File: src/rtl/axi_w_channel.sv
// axi_w_channel
//   AXI4 write-channel slave in front of a single-port on-chip SRAM.
//   Accepts one AW burst at a time, streams every accepted W beat straight
//   onto the SRAM write port, then answers with a single B response.
//
// Ports
//   ACLK, ARESETn              clock, asynchronous active-low reset
//   AW*  (AWID..AWVALID/READY) burst request; only AWADDR[15:0] is used
//   W*   (WDATA..WVALID/READY) write beats
//   B*   (BID, BRESP, BVALID/BREADY) write response
//   wen, sram_wstrb, awaddr, sram_wdata
//                              SRAM write port, valid in the cycle a W beat
//                              is accepted
module axi_w_channel #(
  parameter int DATA_WIDTH = 32,
  parameter int ADDR_WIDTH = 32,
  parameter int ID_WIDTH   = 4,
  parameter int STRB_WIDTH = DATA_WIDTH/8
) (
  input  logic                  ACLK,
  input  logic                  ARESETn,
  input  logic [ID_WIDTH-1:0]   AWID,
  input  logic [ADDR_WIDTH-1:0] AWADDR,
  input  logic [7:0]            AWLEN,
  input  logic [2:0]            AWSIZE,
  input  logic [1:0]            AWBURST,
  input  logic                  AWVALID,
  output logic                  AWREADY,
  input  logic [DATA_WIDTH-1:0] WDATA,
  input  logic [STRB_WIDTH-1:0] WSTRB,
  input  logic                  WLAST,
  input  logic                  WVALID,
  output logic                  WREADY,
  output logic [ID_WIDTH-1:0]   BID,
  output logic [1:0]            BRESP,
  output logic                  BVALID,
  input  logic                  BREADY,
  output logic                  wen,
  output logic [3:0]            sram_wstrb,
  output logic [15:0]           awaddr,
  output logic [31:0]           sram_wdata
);

  typedef enum logic [1:0] {IDLE, DATA, RESP} state_e;

  state_e                state_q, state_d;
  logic                  awready_q, awready_d;
  logic                  wready_q, wready_d;
  logic                  bvalid_q, bvalid_d;
  logic [ID_WIDTH-1:0]   id_q, id_d;
  logic [ID_WIDTH-1:0]   bid_q, bid_d;
  logic [1:0]            bresp_q, bresp_d;
  logic [15:0]           addr_q, addr_d;
  logic [7:0]            len_q, len_d;
  logic [7:0]            cnt_q, cnt_d;
  logic [2:0]            step_q, step_d;
  logic                  fixed_q, fixed_d;
  logic                  err_q, err_d;

  logic aw_hs, w_hs, last_beat, err_beat;

  // Upper address bits are outside the SRAM space and intentionally ignored.
  logic unused_addr_hi;
  assign unused_addr_hi = ^AWADDR[ADDR_WIDTH-1:16];

  assign aw_hs     = AWVALID && awready_q;
  assign w_hs      = WVALID && wready_q;
  assign last_beat = (cnt_q == len_q);
  // Error flag including this beat's WLAST check, so the final beat's own
  // WLAST mismatch still reaches BRESP.
  assign err_beat  = err_q || (WLAST != last_beat);

  // SRAM port is driven directly by the accepted beat.
  assign wen        = w_hs;
  assign awaddr     = addr_q;
  assign sram_wstrb = w_hs ? WSTRB : '0;
  assign sram_wdata = w_hs ? WDATA : '0;

  assign AWREADY = awready_q;
  assign WREADY  = wready_q;
  assign BVALID  = bvalid_q;
  assign BID     = bid_q;
  assign BRESP   = bresp_q;

  always_comb begin
    state_d = state_q;
    id_d    = id_q;
    bid_d   = bid_q;
    bresp_d = bresp_q;
    addr_d  = addr_q;
    len_d   = len_q;
    cnt_d   = cnt_q;
    step_d  = step_q;
    fixed_d = fixed_q;
    err_d   = err_q;
    case (state_q)
      IDLE: begin
        if (aw_hs) begin
          id_d    = AWID;
          addr_d  = AWADDR[15:0];
          len_d   = AWLEN;
          cnt_d   = '0;
          fixed_d = (AWBURST == 2'd0);
          case (AWSIZE)
            3'd0:    step_d = 3'd1;
            3'd1:    step_d = 3'd2;
            default: step_d = 3'd4;
          endcase
          // Oversized beats and WRAP/reserved bursts are served as INCR
          // but reported as SLVERR.
          err_d   = (AWSIZE > 3'd2) || AWBURST[1];
          state_d = DATA;
        end
      end
      DATA: begin
        if (w_hs) begin
          err_d = err_beat;
          cnt_d = cnt_q + 8'd1;
          if (!fixed_q) addr_d = addr_q + {13'd0, step_q};
          if (last_beat) begin
            state_d = RESP;
            bid_d   = id_q;
            bresp_d = err_beat ? 2'b10 : 2'b00;
          end
        end
      end
      RESP: begin
        if (bvalid_q && BREADY) begin
          state_d = IDLE;
          bid_d   = '0;
          bresp_d = 2'b00;
        end
      end
      default: state_d = IDLE;
    endcase
  end

  // Handshake outputs are registered copies of the next state, so AWREADY
  // first rises one cycle after reset release.
  assign awready_d = (state_d == IDLE);
  assign wready_d  = (state_d == DATA);
  assign bvalid_d  = (state_d == RESP);

  always_ff @(posedge ACLK or negedge ARESETn) begin
    if (!ARESETn) begin
      state_q   <= IDLE;
      awready_q <= 1'b0;
      wready_q  <= 1'b0;
      bvalid_q  <= 1'b0;
      id_q      <= '0;
      bid_q     <= '0;
      bresp_q   <= 2'b00;
      addr_q    <= '0;
      len_q     <= '0;
      cnt_q     <= '0;
      step_q    <= '0;
      fixed_q   <= 1'b0;
      err_q     <= 1'b0;
    end else begin
      state_q   <= state_d;
      awready_q <= awready_d;
      wready_q  <= wready_d;
      bvalid_q  <= bvalid_d;
      id_q      <= id_d;
      bid_q     <= bid_d;
      bresp_q   <= bresp_d;
      addr_q    <= addr_d;
      len_q     <= len_d;
      cnt_q     <= cnt_d;
      step_q    <= step_d;
      fixed_q   <= fixed_d;
      err_q     <= err_d;
    end
  end

endmodule
File: config.mk
export PLATFORM = sky130hd
export DESIGN_NAME = axi_w_channel
export DESIGN_NICKNAME = d
export VERILOG_FILES = /design/src/rtl/axi_w_channel.sv
export SDC_FILE = /design/constraint.sdc
export NUM_CORES = 1
export LEC_CHECK = 0
export CORE_UTILIZATION = 36
export DETAILED_ROUTE_END_ITERATION = 12
export PLACE_DENSITY = 0.88
export SYNTH_ARGS = -nofsm -noshare
export SYNTH_HDL_FRONTEND = slang
export SYNTH_SLANG_ARGS = --single-unit
File: constraint.sdc
create_clock -name ACLK -period 1.7 [get_ports ACLK]
set_input_delay 0.34 -clock ACLK [delete_from_list [all_inputs] [get_ports ACLK]]
set_output_delay 0.34 -clock ACLK [all_outputs]
set_load 0.02 [all_outputs]
==> results.md, run 1 <==
* Number of global-route vias before repair at between 3000 and 4000
* Simple-gate portion of the synthesized area at ~26%
* Number of pins exceeding their max-slew limit in the final report at 0
* Width of the die at approximately 92 microns
* Setup Viol. Count Final at 7
* Hpwl dp at 6.878 mm
* Antenna-violating nets left at 0
* Register-to-register setup slack at -70 ps
* Kind of start point of the critical path: flop
* Root buffer cell: clkbuf_8
* Count of nets after finishing at 601
* Endpoint of the lowest-slack register-to-register path: awaddr[12]
* Ratio of total power to cell area at between 1500 and 2000 mW/mm^2
* Number of cells on the worst reg-to-reg path at 6
* Row Count at 32
* Hold Fails Final Rpt at 0
* Die footprint at around 0.0084 sq mm
* Clock transition time at the flip-flop clock pins of the worst setup and hold paths at 110 ps
* YS warnings at 0
* Pre-CTS worst setup slack at -491.3 ps
* Sequential fraction of the synthesis area at 44.14%
* Area share of fa/ha/maj cells after synthesis at approximately 2.4%
* Drt total wl at approximately 11 mm
* Residual DRC count at 0
* Worst setup EP type: flop
* Diodes inserted at 0
* Clock H-tree levels at 2
* Share of the synthesized area in compound gates (AO/OA/AOI/OAI) at a little under a fifth
* Worst vdd ir at 648.7 uV
* Worst hold slack after final layout at 479.8 ps
* Overflow left after global routing at 0
* Critical path peak fanout at 5
* Syn nets at 432
* Hold WC Path Type: in -> async
* FILL cells at about 630
* Slowest stage cell, crit path: dfrtp_1
* Slew margin rel. at 64.36%
* Async set-reset flop share out of synthesis at between 90% and 100%
* F_max at between 500 and 600 MHz
* Time the worst path needs with I/O delays and setup at between 1500 and 2000 ps
* Sequence of cells on the critical path: ha_4, buf_6, a21oi_4, buf_4, or4_4, a22oi_2
* Routed wire per std cell at ~18 microns
* Register area at between 0.001 and 0.0015 sq mm
* Layout cells sized above 1 at about a quarter
* Skew-Pair Late Insertion Delay at 310 ps
* Maximum number of buffers from clock root to sink at 2
* Post-layout worst setup margin at -74.00 ps
* TritonCTS clock tree: yes
* I/O Pins at 153
* Arrival time at the worst endpoint at approximately 2000 ps
* Area of the multi-input gates at between 0.0015 and 0.002 sq mm
* Period Utilization, post-route at 104.4%
* Gpl congestion at between 0.8 and 0.9
* Number of flops mapped to enable cells by yosys at 0
* Vias at between 3000 and 4000
* Max Cap Violations at 0
* Initial core utilization at a little under two fifths
* Post-DR vias/cell at roughly 5.5
* 1st-pass router iterations at 5
* Total standard cell area after synthesis at ~0.0029 sq mm
* Parity-gate share of the synthesized area counting xor and xnor cells at a little over 3%
* Count of input and output buffers at roughly 140
* Delay contributed by the slowest stage of the critical path at 440 ps
* Starting DRT DRC Count at 222
* Synthesized netlist cell count at roughly 340
* Combined global-route utilization of all metal layers at a little under a quarter
* Dominant synthesized flop cell: dfrtp_1
* Core occupancy in the finished layout at between 60 and 70%
* Worst-Margin Slew at ~530 ps
* Number of antenna violations at the first check in global routing at 0
* Largest net degree at the start of global routing at 40
* Kind of critical path: reg -> reg
* Outcome: finished with violations
* Static leakage at 2.366 nW
* Multiplexer area fraction after synthesis at under 10%
* Critical path required time at between 1500 and 2000 ps
* Setup repair after global routing missed its margin: yes
* P&R area growth vs syn at 67.94%
* Violations in the final reports: setup timing
* Library cells used by synthesis at a little over 50
* Dominant combinational cell family by area after synthesis: simple AND/OR/NAND/NOR gates
* CTS sink count at 51
* Worst Skew at about 18 ps
* CTS Buf Count at 5
* Mean cell area of the mapped netlist at roughly 8.6 sq um
* Reg-to-Reg Start: step_q[2]
* Flops & latches, synth at 51
* First-pass GRT wire length at 15.56 mm
* Placeable Area at 0.007767 sq mm
* Die boundary height at roughly 92 microns
## synth_stat cells (2+ instances only)
cell type / number / area, sq um
dfrtp_1: 51 / 1276
buf_1: 2 / 7.510
a31oi_1: 7 / 43.79
nand4_1: 7 / 43.79
o21ai_0: 27 / 135.1
o22ai_1: 6 / 37.54
nor3_1: 4 / 20.02
nor4_1: 2 / 12.51
inv_1: 6 / 22.52
buf_2: 3 / 15.01
mux2i_1: 5 / 50.05
clkbuf_1: 17 / 63.81
a21oi_1: 21 / 105.1
nand2_1: 59 / 221.5
xor2_1: 8 / 70.07
nand3_1: 10 / 50.05
a2bb2oi_1: 6 / 52.55
nor2_1: 15 / 56.30
and3_1: 40 / 250.2
xnor2_1: 2 / 17.52
a22oi_1: 2 / 15.01
a21o_1: 2 / 15.01
ha_1: 4 / 50.05
nand2b_1: 2 / 12.51
nor2b_1: 2 / 12.51
## flip-flops by register name, summed over array words and instances (netlist names), 2 cells and up
| register | count |
|---|---|
| cnt_q | 8 |
| state_q | 2 |
| step_q | 3 |
| id_q | 4 |
| awaddr | 16 |
| len_q | 8 |
| BID | 4 |
## critical path, delay by kind of cell (launching register included)
family	cells	cell delay [ps]
buf+inv	2	250
flops	1	440
compound gates	2	250
simple gates	1	410
fa+ha+maj	1	340
## layer usage
metal  wire (microns)  up-vias  track usage, %
li1                 -     1538               -
met2             5499      164           39.35
met4              257        0           7.937
met5                0        -               0
met1             4473     1635           29.95
met3              690       29           4.063
## where the power goes
group	switching, mW	internal, mW
combinational	2.58	2.24
clock	0.448	0.447
sequential	0.510	1.71
## per-stage QoR
step                setup TNS (ps)  cells  cell area, sq um  total power, mW
floorplan                   -15.64    336              2907            4.438
CTS                        -0.7094    594              4827            7.296
global placement            -23010    579              4549            6.190
detailed placement          -26410    579              4549            6.342
finish                      -276.6    608              4856            7.937
global route                 -1394    608              4856            8.390
## worst max path at each step
stage	end	cells after the start	startpoint	slack, ps
CTS	awaddr[12]	6	step_q[2]	-0.7
detailed placement	sram_wdata[18]	4	WVALID	-490
floorplan	awaddr[15]	6	awaddr[2]	-20
finish	awaddr[12]	6	step_q[2]	-70
global placement	sram_wdata[26]	4	WVALID	-470
global route	awaddr[13]	4	state_q[1]	-120
## area by class of cell
cell class | count | share of cell area (%)
inverter | 6 | 0.4638
clock inverter | 3 | 0.9791
clock buffer | 5 | 1.417
timing repair buffer | 186 | 34.78
multi-input combinational | 255 | 33.34
sequential | 51 | 26.38
tap | 102 | 2.628
## placed cells by master, fill, tap and decap left out, types with 3 or more instances in the layout
cell type and count:
buf_6 5, nand4_1 7, a21oi_1 14, a2bb2oi_1 6
o21ai_0 25, nand3_1 9, o22ai_1 6, a31oi_1 7
buf_12 5, a21oi_4 3, clkdlybuf4s50_1 79, nand2_1 58
nor2_1 13, dfrtp_2 4, inv_1 5, xor2_1 8
dfrtp_1 47, buf_2 39, a21oi_2 5, buf_4 35
dlymetal6s2s_1 6, clkbuf_8 5, mux2i_1 5, and3_1 40
dlygate4sd2_1 11
## repair_timing
action,in CTS,in global routing
resized for setup,132,72
pin swaps,12,12
cloned,1,5
endpoints found under the setup margin,69,56
buffers inserted,5,9
hold buffers,1,0
endpoints found under the hold margin,13,0
## cell families (layout without fill, tap and decap cells)
group                      after synthesis  count (layout)
buffers and inverters                   30             200
other                                    1               1
AOI/OAI and AO/OA                       85              85
and+or+nand+nor                        149             149
muxes                                    5               5
DFF                                     51              51
xor gates and xnor gates                10              10
adders and majority gates                5               5
No activity file was read; power rests on OpenSTA's default activity.
==> run 2, diff against run 1 <==
--- a/config.mk
+++ b/config.mk
@@ -5,6 +5,7 @@
 export SDC_FILE = /design/constraint.sdc
 export NUM_CORES = 1
 export LEC_CHECK = 0
+export CORE_MARGIN = 3
 export CORE_UTILIZATION = 36
 export DETAILED_ROUTE_END_ITERATION = 12
 export PLACE_DENSITY = 0.88
==> run 2 against run 1 <==
  * Sequential share of layout area is 0.41 points lower
  * Power is 1.8% lower
  * Global-route usage is 1.9 points lower
  * Clock skew is 1.9 ps lower
  * Wire length is 3.7% lower
  * Register-to-register slack hardly changed
  * Worst hold slack worse by 490 ps
  * The flow finishes with violations (hold timing, setup timing)
  * Worst setup slack better by 9.0 ps
  * Critical endpoint is now awaddr[8]
  * Largest cell class unchanged
  * Clock power is 4.5% lower
  * Largest power group unchanged
==> results.md, run 2 (synthesized netlist as in run 1, its figures left out) <==
* Outcome: finished with violations
* Violations in the final reports: hold timing, setup timing
* Number of pins exceeding their max-slew limit in the final report at 0
* Max Cap Violations at 0
* TritonCTS clock tree: yes
* Worst-Margin Slew at 502.6 ps
* Hold WC Path Type: in -> async
* Time the worst path needs with I/O delays and setup at between 1500 and 2000 ps
* 1st-pass router iterations at 5
* Sequence of cells on the critical path: ha_4, fa_2, a21oi_4, nor2_4, a21oi_2, nor2_2, a2bb2oi_1
* Arrival time at the worst endpoint at 1970 ps
* CTS Buf Count at 5
* Reg-to-Reg Start: awaddr[0]
* P&R area growth vs syn at 70.58%
* Number of antenna violations at the first check in global routing at 0
* Critical path peak fanout at 4
* Kind of start point of the critical path: flop
* Most common cell after layout, fill and taps aside: clkdlybuf4s50_1
* CTS sink count at 51
* Count of input and output buffers at ~140
* Kind of cell adding the most delay to the critical path: adder cells
* Routed wire per std cell at 17.29 microns
* Placeable Area at a little under 0.008 sq mm
* Final std cell area, no fill at between 0.004 and 0.005 sq mm
* Kind of critical path: reg -> reg
* Worst path bufs/invs at 0
* Max FFs per register at 16
* Vias at about 3300
* Endpoint of the lowest-slack register-to-register path: awaddr[8]
* Number of global-route vias before repair at about 3000
* Static leakage at around 2.3 nW
* Placed inst area at approximately 0.0046 sq mm
* I/O Pins at ~150
* Final Total Pwr at 7.792 mW
* Antenna-violating nets left at 0
* Setup repair after global routing missed its margin: yes
* Post-DR vias/cell at 5.391
* Critical path required time at around 1900 ps
* Number of cells on the worst reg-to-reg path at 7
* Combined global-route utilization of all metal layers at between 20% and 30%
* Root buffer cell: clkbuf_8
* Gpl congestion at 0.8889
* Starting DRT DRC Count at 270
* Worst setup EP type: flop
* Initial core utilization at 37.23%
* Ratio of total power to cell area at 1580 mW/mm^2
* Largest net degree at the start of global routing at 38
* Diodes inserted at 0
* Die boundary height at 95.62 microns
* Layout cells sized above 1 at 25.49%
* Worst hold slack after final layout at -10.71 ps
* Slew margin rel. at between 60% and 70%
* Hold Fails Final Rpt at 14
* Setup Viol. Count Final at 8
* F_max at ~570 MHz
* Worst vdd ir at 542.8 uV
* Drt total wl at 10.51 mm
* Cts-stage hold buffer count at 0
* Residual DRC count at 0
* Slowest stage cell, crit path: dfrtp_2
* Hpwl dp at just over 7 mm
* Worst Skew at between 15 and 20 ps
* Row Count at 32
* Clock H-tree levels at 2
* Period Utilization, post-route at 103.8%
* Skew-Pair Late Insertion Delay at 310 ps
* Register-to-register setup slack at -70 ps
* Count of nets after finishing at 601
* Post-layout worst setup margin at -65.02 ps
* Most used cells in the layout excluding fill and tap cells: 79 x clkdlybuf4s50_1, 58 x nand2_1, 47 x dfrtp_1
* Overflow left after global routing at 0
* Clock transition time at the flip-flop clock pins of the worst setup and hold paths at around 100 ps
* Die footprint at roughly 0.0091 sq mm
* First-pass GRT wire length at ~15 mm
* Maximum number of buffers from clock root to sink at 2
* Delay contributed by the slowest stage of the critical path at 440 ps
* Width of the die at 95.62 microns
==> run 2: stage by stage <==
step / setup slack, ps / hold slack [ps] / instances / util (%) / TNS [ps]
global route: -129.9 / -0.2205 / 608 / 63.50 / -1167
floorplan: -15.64 / 44.41 / 336 / - / -15.64
detailed placement: -475.6 / 330.7 / 584 / 58.89 / -26420
finish: -65.02 / -10.71 / 608 / 63.50 / -186.0
CTS: -10.85 / 1.384 / 599 / 62.02 / -18.79
global placement: -452.6 / 325.6 / 584 / 58.89 / -24830
==> run 2: layer usage <==
metal	up-vias	GRT usage, %	wire [microns]
met5	-	0	0
met4	0	5.332	239
met3	28	3.394	579
met2	135	36.42	5528
met1	1572	28.31	4164
li1	1543	-	-
==> run 2: report_power, final <==
part           total [mW]  switching, mW  internal (mW)
sequential           2.16          0.455           1.71
clock               0.855          0.416          0.439
combinational        4.77           2.55           2.22
total                7.79           3.42           4.37
==> run 2: worst max-delay path by stage <==
stage	slack [ps]	end	startpoint	cells after the start
finish	-70	awaddr[8]	awaddr[0]	7
global route	-130	awaddr[8]	awaddr[0]	7
CTS	-10	awaddr[12]	awaddr[0]	7
detailed placement	-480	sram_wdata[13]	WVALID	4
global placement	-450	sram_wdata[13]	WVALID	4
floorplan	-20	awaddr[15]	awaddr[2]	6
==> run 2: what timing repair did <==
action / 4_1_cts / 5_1_grt
setup endpoints to repair: 71 / 65
setup buffers: 6 / 7
gates cloned: 1 / 2
gates resized for setup: 117 / 55
pin swaps: 16 / 19
==> run 2: layout make-up <==
type                    instances  area, sq um
multi-input cells             255         1638
clock inverters                 3        43.79
repair buffers                186         1750
inverters                       6        22.52
flip-flops and latches         51         1281
clock buffers                   5        68.82
fillers                       625         2835
well taps                     102        127.6
==> run 3, diff against run 2 <==
--- a/config.mk
+++ b/config.mk
@@ -5,6 +5,7 @@
 export SDC_FILE = /design/constraint.sdc
 export NUM_CORES = 1
 export LEC_CHECK = 0
+export CORE_ASPECT_RATIO = 1.75
 export CORE_MARGIN = 3
 export CORE_UTILIZATION = 36
 export DETAILED_ROUTE_END_ITERATION = 12
==> run 3 against run 2 <==
  * The run now ends clean
  * Via count shrank 3.4%
  * Combinational power shrank 5.5%
  * Register-to-register slack gained 70 ps
  * Power shrank 0.61%
  * Die area grew 0.46%
==> results.md, run 3 (synthesized netlist as in run 1, its figures left out) <==
* Outcome: complete, no violations
* Critical path peak fanout at 2
* Arrival time at the worst endpoint at around 1900 ps
* Slew margin rel. at between 50% and 60%
* 1st-pass router iterations at 4
* WHS Path Cells at 2
* Worst setup EP type: flop
* Count of input and output buffers at between 100 and 150
* Root buffer cell: clkbuf_16
* Count of nets after finishing at 596
* Kind of start point of the critical path: flop
* Final std cell area, no fill at about 0.0049 sq mm
* Max Cap Violations at 0
* Hpwl dp at 7.418 mm
* Final Total Pwr at ~7.7 mW
* Clock H-tree levels at 2
* CTS sink count at 51
* Combined global-route utilization of all metal layers at 21.23%
* Overflow left after global routing at 0
* CTS Buf Count at 5
* Skew-Pair Late Insertion Delay at between 200 and 300 ps
* FILL cells at about 630
* Maximum number of buffers from clock root to sink at 2
* Die footprint at approximately 0.009 sq mm
* Worst-Margin Slew at just over 600 ps
* Initial core utilization at between 30% and 40%
* Period Utilization, post-route at 99.88%
* Placeable Area at between 0.007 and 0.008 sq mm
* Row Count at 42
* Hold Path Sink: id_q[3]
* Routed wire per std cell at 16.63 microns
* Worst Skew at between 5 and 6 ps
* Starting DRT DRC Count at between 100 and 150
* Reg-to-Reg Start: step_q[0]
* Critical path required time at ~1900 ps
* Antenna-violating nets left at 0
* Width of the die at approximately 74 microns
* Number of cells on the worst reg-to-reg path at 6
* Number of antenna violations at the first check in global routing at 0
* Endpoint of the lowest-slack register-to-register path: awaddr[12]
* Diodes inserted at 0
* Setup repair after global routing missed its margin: yes
* Max FFs per register at 16
* Largest net degree at the start of global routing at 38
* Post-DR vias/cell at approximately 5.4
* Clock transition time at the flip-flop clock pins of the worst setup and hold paths at roughly 70 ps
* Static leakage at 2.242 nW
* TritonCTS clock tree: yes
* Gpl congestion at about 0.85
* Drt total wl at around 9.8 mm
* Worst vdd ir at 762.8 uV
* Ratio of total power to cell area at 1584 mW/mm^2
* First-pass GRT wire length at about 15 mm
* HP Start: id_q[3]
* F_max at 589.0 MHz
* Layout cells sized above 1 at between 20 and 25%
* Die boundary height at about 120 microns
* Vias at approximately 3200
* Number of pins exceeding their max-slew limit in the final report at 0
* Hold Fails Final Rpt at 0
* Worst hold slack after final layout at around 490 ps
* P&R area growth vs syn at 69.06%
* Hold WC Path Type: reg -> reg
* Time the worst path needs with I/O delays and setup at 1698 ps
* Number of global-route vias before repair at roughly 3300
* Register-to-register setup slack at 2 ps
* Kind of critical path: reg -> reg
* Residual DRC count at 0
* Most used cells in the layout excluding fill and tap cells: 85 x clkdlybuf4s50_1, 57 x nand2_1, 47 x dfrtp_1
* I/O Pins at around 150
* Setup Viol. Count Final at 0
* Placed inst area at approximately 0.0046 sq mm
* Most common cell after layout, fill and taps aside: clkdlybuf4s50_1
run 3: metrics by stage:
stage | worst slack [ps] | std cells | setup TNS, ps | utilization, %
finish | 2.088 | 589 | 0 | 63.71
CTS | -7.922 | 585 | -12.56 | 62.93
detailed placement | -542.2 | 572 | -28420 | 59.43
floorplan | -15.64 | 336 | -15.64 | -
global placement | -502.2 | 572 | -26550 | 59.43
global route | -60.67 | 589 | -483.0 | 63.71
run 3: timing repair:
item                       CTS  global route
resized for setup          117            44
hold endpoints to repair    14             0
hold buffers                 1             0
buffers inserted             4             4
pin swaps                    6             9
setup endpoints to repair   75            45
run 3: worst max-delay path, cell delays in order, from the launching register on:
cell and delay (ps):
dfrtp_1 390, ha_4 160, fa_2 230, a21oi_4 70
buf_4 130, or4_1 430, a22oi_1 210
run 3: worst max-delay path by stage:
stage | start | to | slack (ps) | cells after the start
after floorplan | awaddr[2] | awaddr[15] | -20 | 6
after global placement | WVALID | sram_wstrb[3] | -500 | 4
after detailed placement | WVALID | sram_wstrb[1] | -540 | 4
after CTS | WREADY | sram_wdata[23] | -8 | 3
after global routing | step_q[0] | awaddr[12] | -60 | 6
final | step_q[0] | awaddr[12] | 2 | 6
run 3: metal layers:
metal,wire length (microns),global-route usage [%]
met3,869,6.058
met1,3408,22.06
met5,0,0
met2,5308,38.70
met4,212,7.577
run 3: cell type report:
cell class	count	area [sq um]	area share [%]
timing repair buffer	181	1692	34.60
multi-input combinational	255	1627	33.27
sequential	51	1281	26.21
clock buffer	8	156.4	3.199
tap	88	110.1	2.252
inverter	6	22.52	0.4607
run 3: power by group:
group          internal [mW]  switching (mW)
clock                  0.628           0.436
combinational           2.11            2.40
sequential              1.71           0.460
total                   4.45            3.30
